[config.mk]
export PLATFORM = sky130hd
export DESIGN_NAME = jogo_memoria_param
export DESIGN_NICKNAME = d
export VERILOG_FILES = /design/src/rtl/jogo_memoria_param.sv
export SDC_FILE = /design/constraint.sdc
export NUM_CORES = 1
export LEC_CHECK = 0
export BUFFER_PORTS_ARGS = -buffer_cell sky130_fd_sc_hd__buf_2
export CORE_AREA = 3 3 96 98
export CTS_CLUSTER_DIAMETER = 120
export DETAILED_ROUTE_END_ITERATION = 10
export DIE_AREA = 0 0 99 101
export GPL_ROUTABILITY_DRIVEN = 0
export PLACE_DENSITY = 0.74
export SLEW_MARGIN = 0
export SYNTH_ARGS = -nofsm -noshare
export SYNTH_HDL_FRONTEND = slang
export SYNTH_SLANG_ARGS = --single-unit
[constraint.sdc]
create_clock -name clock -period 2.15 [get_ports clock]
set_input_delay 0.3225 -clock clock [delete_from_list [all_inputs] [get_ports clock]]
set_output_delay 0.3225 -clock clock [all_outputs]
set_load 0.03 [all_outputs]
[src/rtl/jogo_memoria_param.sv]
// Memory-challenge game core: the player repeats a programmable button sequence,
// one entry more per round, with an optional per-jogada timeout.
module jogo_memoria_param #(
  parameter int N_BOTOES       = 4,
  parameter int MAX_RODADAS    = 16,
  parameter int AW             = 4,
  parameter int TIMEOUT_CICLOS = 3000
) (
  input  logic                clock,
  input  logic                reset,
  input  logic                iniciar,
  input  logic [N_BOTOES-1:0] botoes,
  input  logic                timeout_en,
  input  logic                seq_we,
  input  logic [AW-1:0]       seq_addr,
  input  logic [N_BOTOES-1:0] seq_data,
  output logic                ganhou,
  output logic                perdeu,
  output logic                timeout,
  output logic                pronto,
  output logic [N_BOTOES-1:0] leds,
  output logic [AW-1:0]       rodada,
  output logic [3:0]          db_estado
);

  localparam int TW = $clog2(TIMEOUT_CICLOS) + 1;
  localparam int MW = (MAX_RODADAS > 1) ? $clog2(MAX_RODADAS) : 1;
  localparam logic [TW-1:0] TIMER_LIM = TW'(TIMEOUT_CICLOS - 1);
  localparam logic [AW-1:0] ULTIMA    = AW'(MAX_RODADAS - 1);

  localparam logic [3:0] INICIAL     = 4'h0;
  localparam logic [3:0] PREPARA     = 4'h1;
  localparam logic [3:0] ESPERA      = 4'h2;
  localparam logic [3:0] COMPARA     = 4'h3;
  localparam logic [3:0] PROX_JOGADA = 4'h4;
  localparam logic [3:0] PROX_RODADA = 4'h5;
  localparam logic [3:0] FIM_GANHOU  = 4'hA;
  localparam logic [3:0] FIM_TIMEOUT = 4'hD;
  localparam logic [3:0] FIM_PERDEU  = 4'hE;

  logic [3:0]          estado, prox;
  logic [AW-1:0]       endereco;
  logic [TW-1:0]       timer;
  logic [N_BOTOES-1:0] botoes_prev;
  logic [N_BOTOES-1:0] mem [MAX_RODADAS];
  logic [N_BOTOES-1:0] mem_rd;
  logic                jogada, em_fim, pode_gravar;

  assign jogada = (|botoes) && !(|botoes_prev);
  assign em_fim = (estado == FIM_GANHOU) || (estado == FIM_PERDEU) || (estado == FIM_TIMEOUT);
  // The pattern may only change while no game is in progress.
  assign pode_gravar = seq_we && (estado == INICIAL || em_fim) && (int'(seq_addr) < MAX_RODADAS);
  assign mem_rd = mem[endereco[MW-1:0]];

  // Sequence storage survives reset so a pattern can be replayed after a restart.
  always_ff @(posedge clock) begin
    if (pode_gravar) mem[seq_addr[MW-1:0]] <= seq_data;
  end

  always_comb begin
    prox = estado;
    case (estado)
      INICIAL:     if (iniciar) prox = PREPARA;
      PREPARA:     prox = ESPERA;
      ESPERA: begin
        if (jogada) prox = COMPARA;
        else if (timeout_en && timer == TIMER_LIM) prox = FIM_TIMEOUT;
      end
      COMPARA: begin
        if (leds != mem_rd)          prox = FIM_PERDEU;
        else if (endereco < rodada)  prox = PROX_JOGADA;
        else if (rodada == ULTIMA)   prox = FIM_GANHOU;
        else                         prox = PROX_RODADA;
      end
      PROX_JOGADA: prox = ESPERA;
      PROX_RODADA: prox = ESPERA;
      FIM_GANHOU, FIM_PERDEU, FIM_TIMEOUT: if (iniciar) prox = PREPARA;
      default:     prox = INICIAL;
    endcase
  end

  always_ff @(posedge clock or posedge reset) begin
    if (reset) begin
      estado      <= INICIAL;
      rodada      <= '0;
      endereco    <= '0;
      timer       <= '0;
      leds        <= '0;
      botoes_prev <= '0;
    end else begin
      estado      <= prox;
      botoes_prev <= botoes;
      case (estado)
        PREPARA: begin
          rodada   <= '0;
          endereco <= '0;
          timer    <= '0;
          leds     <= '0;
        end
        ESPERA: begin
          if (jogada) begin
            leds  <= botoes;
            timer <= '0;
          end else if (timer != TIMER_LIM) begin
            timer <= timer + 1'b1;
          end
        end
        PROX_JOGADA: endereco <= endereco + 1'b1;
        PROX_RODADA: begin
          rodada   <= rodada + 1'b1;
          endereco <= '0;
        end
        default: ;
      endcase
    end
  end

  assign ganhou    = (estado == FIM_GANHOU);
  assign perdeu    = (estado == FIM_PERDEU);
  assign timeout   = (estado == FIM_TIMEOUT);
  assign pronto    = em_fim;
  assign db_estado = estado;

endmodule

* Word-level counts from Yosys, hierarchy flattened
Memories as Yosys holds them, arrays and structs flattened.
Cells that the tools add are included.
W data, S select, Z words.
** Operators by class
- Reductions and logical operators :: 19
- Divide/modulo/power cells :: 0
- Shift operators :: 0
- Bitwise operators :: 0
- Multiply operators :: 0
- Eq/ne operators :: 16
- Add/sub/neg operators :: 3
- $lt $le $gt $ge :: 1
- Muxes and demuxes :: 16
** Operators with widths (number)
- $mux W4 :: 7
- $mux W13 :: 2
- $pmux W13 S2 :: 1
- $pmux W4 S2 :: 3
- $eq A4 B4 Y1 const B :: 4
- $pmux W4 S4 :: 1
- $add A13 B1 Y13 const B :: 1
- $eq A13 B12 Y1 const B :: 1
- $ne A13 B12 Y1 const B :: 1
- $reduce_or A4 Y1 :: 3
- $add A4 B1 Y4 const B :: 2
- $eq A4 B2 Y1 const B :: 2
- $eq A4 B3 Y1 const B :: 2
- $ne A3 B3 Y1 const B :: 2
- $reduce_and A2 Y1 :: 3
- $reduce_bool A2 Y1 :: 3
- $eq A4 B1 Y1 const B :: 1
- $logic_not A4 Y1 :: 1
- $lt A4 B4 Y1 :: 1
- $ne A4 B4 Y1 :: 1
- $logic_and A1 B1 Y1 :: 3
- $logic_or A1 B1 Y1 :: 3
- $reduce_or A3 Y1 :: 1
- $mux W1 :: 2
- other kinds (4) :: 4
** Storage, ports and cells
- Bits in latches :: 0
- Output and inout bits :: 16
- Bits in writable memories :: 64
- Logic and storage cells :: 62
- Memory bits (read-only) :: 0
- Register bits :: 33
- Bits of input ports :: 17
- Memories :: 1
** Memory list
- mem :: depth 16, bits a word 4, read ports 1, clocked after memory_dff 0, wr ports 1, RTL line 45 : logic [N_BOTOES-1:0] mem [MAX_RODADAS];

* Longest topological paths before layout
- Depth in word-level cells :: 7
- Depth in mapped cells :: 9
- Mapped depth without buffers :: 8

* Worst setup path before layout
No wires, ideal clock.
- Path kind :: register -> register
- Start point :: reg estado[0] (netlist: db_estado[0])
- End point :: mem mem[0][0], enable pin
- Period minus slack after synthesis :: 2785 ps
- Data required time :: 1789 ps
- Path slack :: -635 ps
- Library setup time :: 361 ps
- Path buffers :: 1
- Arrival time :: 2424 ps
- Cell stages (with the launch flop) :: 8
- Path through :: dfrtp_1 -> buf_2 -> nor2b_1 -> and3_1 -> o21bai_1 -> nand2_1 -> or3_1 -> nor3_1
** Between the ends
- Elaborated cells between the ends (all ways) :: 10
- Classes of those cells :: eq/ne (3); mux (2); reduce/logical (5)
** RTL lines
- start: declaration :: RTL line 41 : logic [3:0] estado, prox;
- start signal: assignment :: RTL line 91 : estado <= prox;
- $eq A4 B4 Y1
- named net timeout :: RTL line 19 : output logic timeout,
- $logic_or A1 B1 Y1 :: RTL line 50 : assign em_fim = (estado == FIM_GANHOU) || (estado == FIM_PERDEU) || (estado == FIM_TIMEOUT);
- $logic_or A1 B1 Y1 :: RTL line 52 : assign pode_gravar = seq_we && (estado == INICIAL || em_fim) && (int'(seq_addr) < MAX_RODADAS);
- $logic_and A1 B1 Y1 :: RTL line 52
- $mux W1 :: RTL line 57 : if (pode_gravar) mem[seq_addr[MW-1:0]] <= seq_data;
- $mux W1 (not written as such) :: RTL line 57
- end: declaration :: RTL line 45
The timed path passes the listed nets, and every way through them passes these cells.

* Final worst setup path
- Start point :: reg endereco[0]
- End point :: reg estado[2] (netlist: db_estado[2])
** Between the ends
- Word-level cells in the longest chain between the ends :: 4
- Elaborated cells between the ends (all ways) :: 6
- Classes of those cells :: order compare (1); eq/ne (1); mux (3); memory (1)
** Ends and longest elaborated chain
- start: declaration :: RTL line 42 : logic [AW-1:0] endereco;
- start signal: assignment :: RTL line 108 : PROX_JOGADA: endereco <= endereco + 1'b1;
- $mem_v2 Z16 W4 or $lt A4 B4 Y1 (tied branches)
- $ne A4 B4 Y1 or $mux W4 (tied branches) :: RTL line 70, 71
- $mux W4 (*) :: RTL line 70 : if (leds != mem_rd) prox = FIM_PERDEU;
- $pmux W4 S4 (*) :: RTL line 62 : case (estado)
Mark *: on every way between the ends. The rest lies on a longest branch, timed or not.
A chain may end at the register's enable or synchronous reset.

==> out/summary.txt <==
Outcome -> complete, but fails checks
Failing checks -> setup timing
Ports -> 33
Worst Skew -> 0.0117 ns
Compound-Gate Fraction of Synth Area -> 6.27%
Final period utilization -> 105%
Ys async rst share -> 34.0%
Max Clock Freq -> 441 MHz
Detail Route Antenna Nets -> 0
Cell Count, Final, Fillers Out -> 531
Simple-gate share of the synthesized area -> 14.4%
Dpl cells -> 509
Port bufs -> 32
Count of final max-slew check failures -> 0
Die X-Extent -> 99 um
Syn Std Cell Area -> 0.00449 mm2
Drt pass-1 iters -> 4
Hold Vio Cnt, Final -> 0
Cell taking the most area after synthesis -> edfxtp_1
Worst vdd ir -> 0.000402 V
Via/cell ratio -> 5.61
Setup TNS -> -0.358 ns
Routed vias -> 2977
Final wirelength -> 9.16 mm
Starting Density -> 52.5%
H-Tree Level Count -> 3
Synth Area in Adders -> 1.67%
Mux share of post-synthesis cell area -> 10.4%
CTS tree -> built
Maxcap violations -> 0
Top cells by area, synth -> edfxtp_1 (43%), dfrtp_1 (18%), mux4_2 (5.0%)
PD cells -> 1150 mW/mm2
Dominant synthesized flop cell -> edfxtp_1
First-pass GRT wire length -> 14.9 mm
Setup-failing EPs final -> 4
#FFs+latches synth -> 97
Sequential element share of the synthesized area -> 61.2%
Die area -> 0.0100 mm2
Hold Path Class -> in -> reg
Core Area -> 0.00855 mm2
Slew @ Worst Pin -> 0.682 ns
Post-DP HPWL -> 6.57 mm
Total grt overflow -> 0
YS warnings -> 0
Post-synth EDFFs -> 64
Initial antenna violation count -> 0
Iter 0 DRT Violations -> 133
Avg Inst Size Synth -> 13.0 um2
Drt wl/cell -> 17.3 um
Unrepaired setup endpoints after global routing -> true
CP Max Fanout -> 14
Commonest non-fill, non-tap cell in the layout -> edfxtp_1
Crit end category -> flip-flop
Startpoint types -> flip-flop
Largest family of logic cells by synthesized area -> simple AND/OR/NAND/NOR gates
XOR/XNOR Fraction of Synth Area -> 3.12%
Ant. Diodes -> 0
CTS Sinks -> 97
Pwr Total -> 6.24 mW
Critical Path AT -> 2.49 ns
Syn_nets -> 368
Post-synth top area share -> 42.8%
Clock Tree Buf Depth -> 2
Share of cells above drive strength 1 -> 31.2%
Leak -> 2.11 nW
Post-route minimum period -> 2.27 ns
Clock transition at path regs -> 0.10 ns
Fin util -> 63.3%
WS Path Type -> reg -> reg
Final WS setup -> -0.115 ns
Fill count -> 647
Synth Instances -> 345
Post-layout net count -> 441
Total CTS buffers -> 9
Vias in the first global route -> 2983
Chip height -> 101 um
Site Rows -> 34
Later-pin clock latency in the skew report -> 0.36 ns
Slew HR -> 54.5%
Critical path required time -> 2.38 ns
Root Driver -> clkbuf_8
Yosys cell types -> 51
Largest net degree at the start of global routing -> 20
Post-route DRC -> 0
Commonest non-fill, non-tap cells in the layout -> edfxtp_1 (64), buf_4 (39), buf_2 (32), dfrtp_1 (31), nor2_1 (25)
Overall routing resource usage -> 19.3%
Area Growth Syn to Fin -> 20.4%
## kinds of logic (layout without fill, tap and decap cells)
logic type	Yosys count	after routing
AND/OR/NAND/NOR	127	128
flip-flops	97	97
AO/OA/AOI/OAI	44	44
multiplexers	31	31
buffers and inverters	24	101
XOR/XNOR	16	16
adder cells (fa/ha/maj)	6	6
## cell type report
cell class | instances | area (um2) | area share [%]
Sequential cell | 97 | 2750 | 50.8
Multi-Input combinational cell | 225 | 1770 | 32.6
Timing Repair Buffer | 75 | 514 | 9.51
Tap cell | 108 | 135 | 2.50
Clock buffer | 10 | 128 | 2.36
Clock inverter | 6 | 78.8 | 1.46
Inverter | 10 | 37.5 | 0.694
## synth_stat cells (7+ instances only)
cell type and count:
a21oi_1 9, dfrtp_1 33, edfxtp_1 64, inv_1 10, mux2i_1 18, mux4_2 10, nand2_1 23, nand2b_1 9
nand3_1 13, nor2_1 30, nor3_1 15, nor4_1 7, o21ai_0 13, xnor2_1 13
## state kept, by name (all words and copies together) (netlist names)
signal	count
mem	64
leds	4
rodada	4
db_estado	4
timer	13
endereco	4
botoes_prev	4
## where the power goes
| group | switching [mW] | internal (mW) |
|---|---|---|
| logic | 1.39 | 1.26 |
| clock network | 0.656 | 0.554 |
| registers | 0.229 | 2.15 |
| total | 2.28 | 3.97 |
## through the flow
stage	hold WS, ns	setup slack [ns]	cell area [um2]
after floorplan	0.354	-0.00501	4550
after global placement	0.399	-0.218	5050
after detailed placement	0.401	-0.187	5050
after CTS	0.0847	-0.120	5330
after global routing	0.0874	-0.221	5410
final	0.0989	-0.115	5410
## what timing repair did
| action | CTS | global route |
|---|---|---|
| gates resized for setup | 10 | 13 |
| pin swaps | 3 | 5 |
| setup buffers | 3 | 1 |
| gates cloned | 0 | 1 |
| hold endpoints to repair | 8 | 0 |
| setup endpoints to repair | 18 | 71 |
| hold buffers | 1 | 0 |
## worst max-delay path, cell delays in order (launching register included)
cell	delay [ns]
dfrtp_1	0.38
buf_12	0.16
buf_4	0.16
mux4_2	0.49
mux2i_1	0.20
xnor2_1	0.16
a31oi_2	0.13
buf_4	0.18
nor4_2	0.12
o221ai_1	0.13
## final timing paths
kind,cells after the start,end,from,slack [ns]
worst max-delay path,9,db_estado[2]$_DFFE_PP0P_,endereco[0]$_DFFE_PP0P_,-0.12
worst max register to register,9,db_estado[2]$_DFFE_PP0P_,endereco[0]$_DFFE_PP0P_,-0.12
worst min register to register,2,timer[1]$_DFFE_PP0P_,timer[1]$_DFFE_PP0P_,0.53
min in group asynchronous,3,rodada[3]$_DFFE_PP0N_,reset,0.53
max in group asynchronous,4,timer[8]$_DFFE_PP0P_,reset,1.04
worst min-delay path,1,botoes_prev[1]$_DFF_PP0_,botoes[1],0.1
## routing by layer
metal | vias to the layer above | routed length, um | GRT usage (%)
met5 | - | 0 | 0
met4 | 0 | 121 | 5.15
met3 | 14 | 530 | 3.88
met2 | 82 | 4500 | 31.6
met1 | 1452 | 4010 | 26.6
li1 | 1429 | - | -
(Power assumes the default switching activity.)
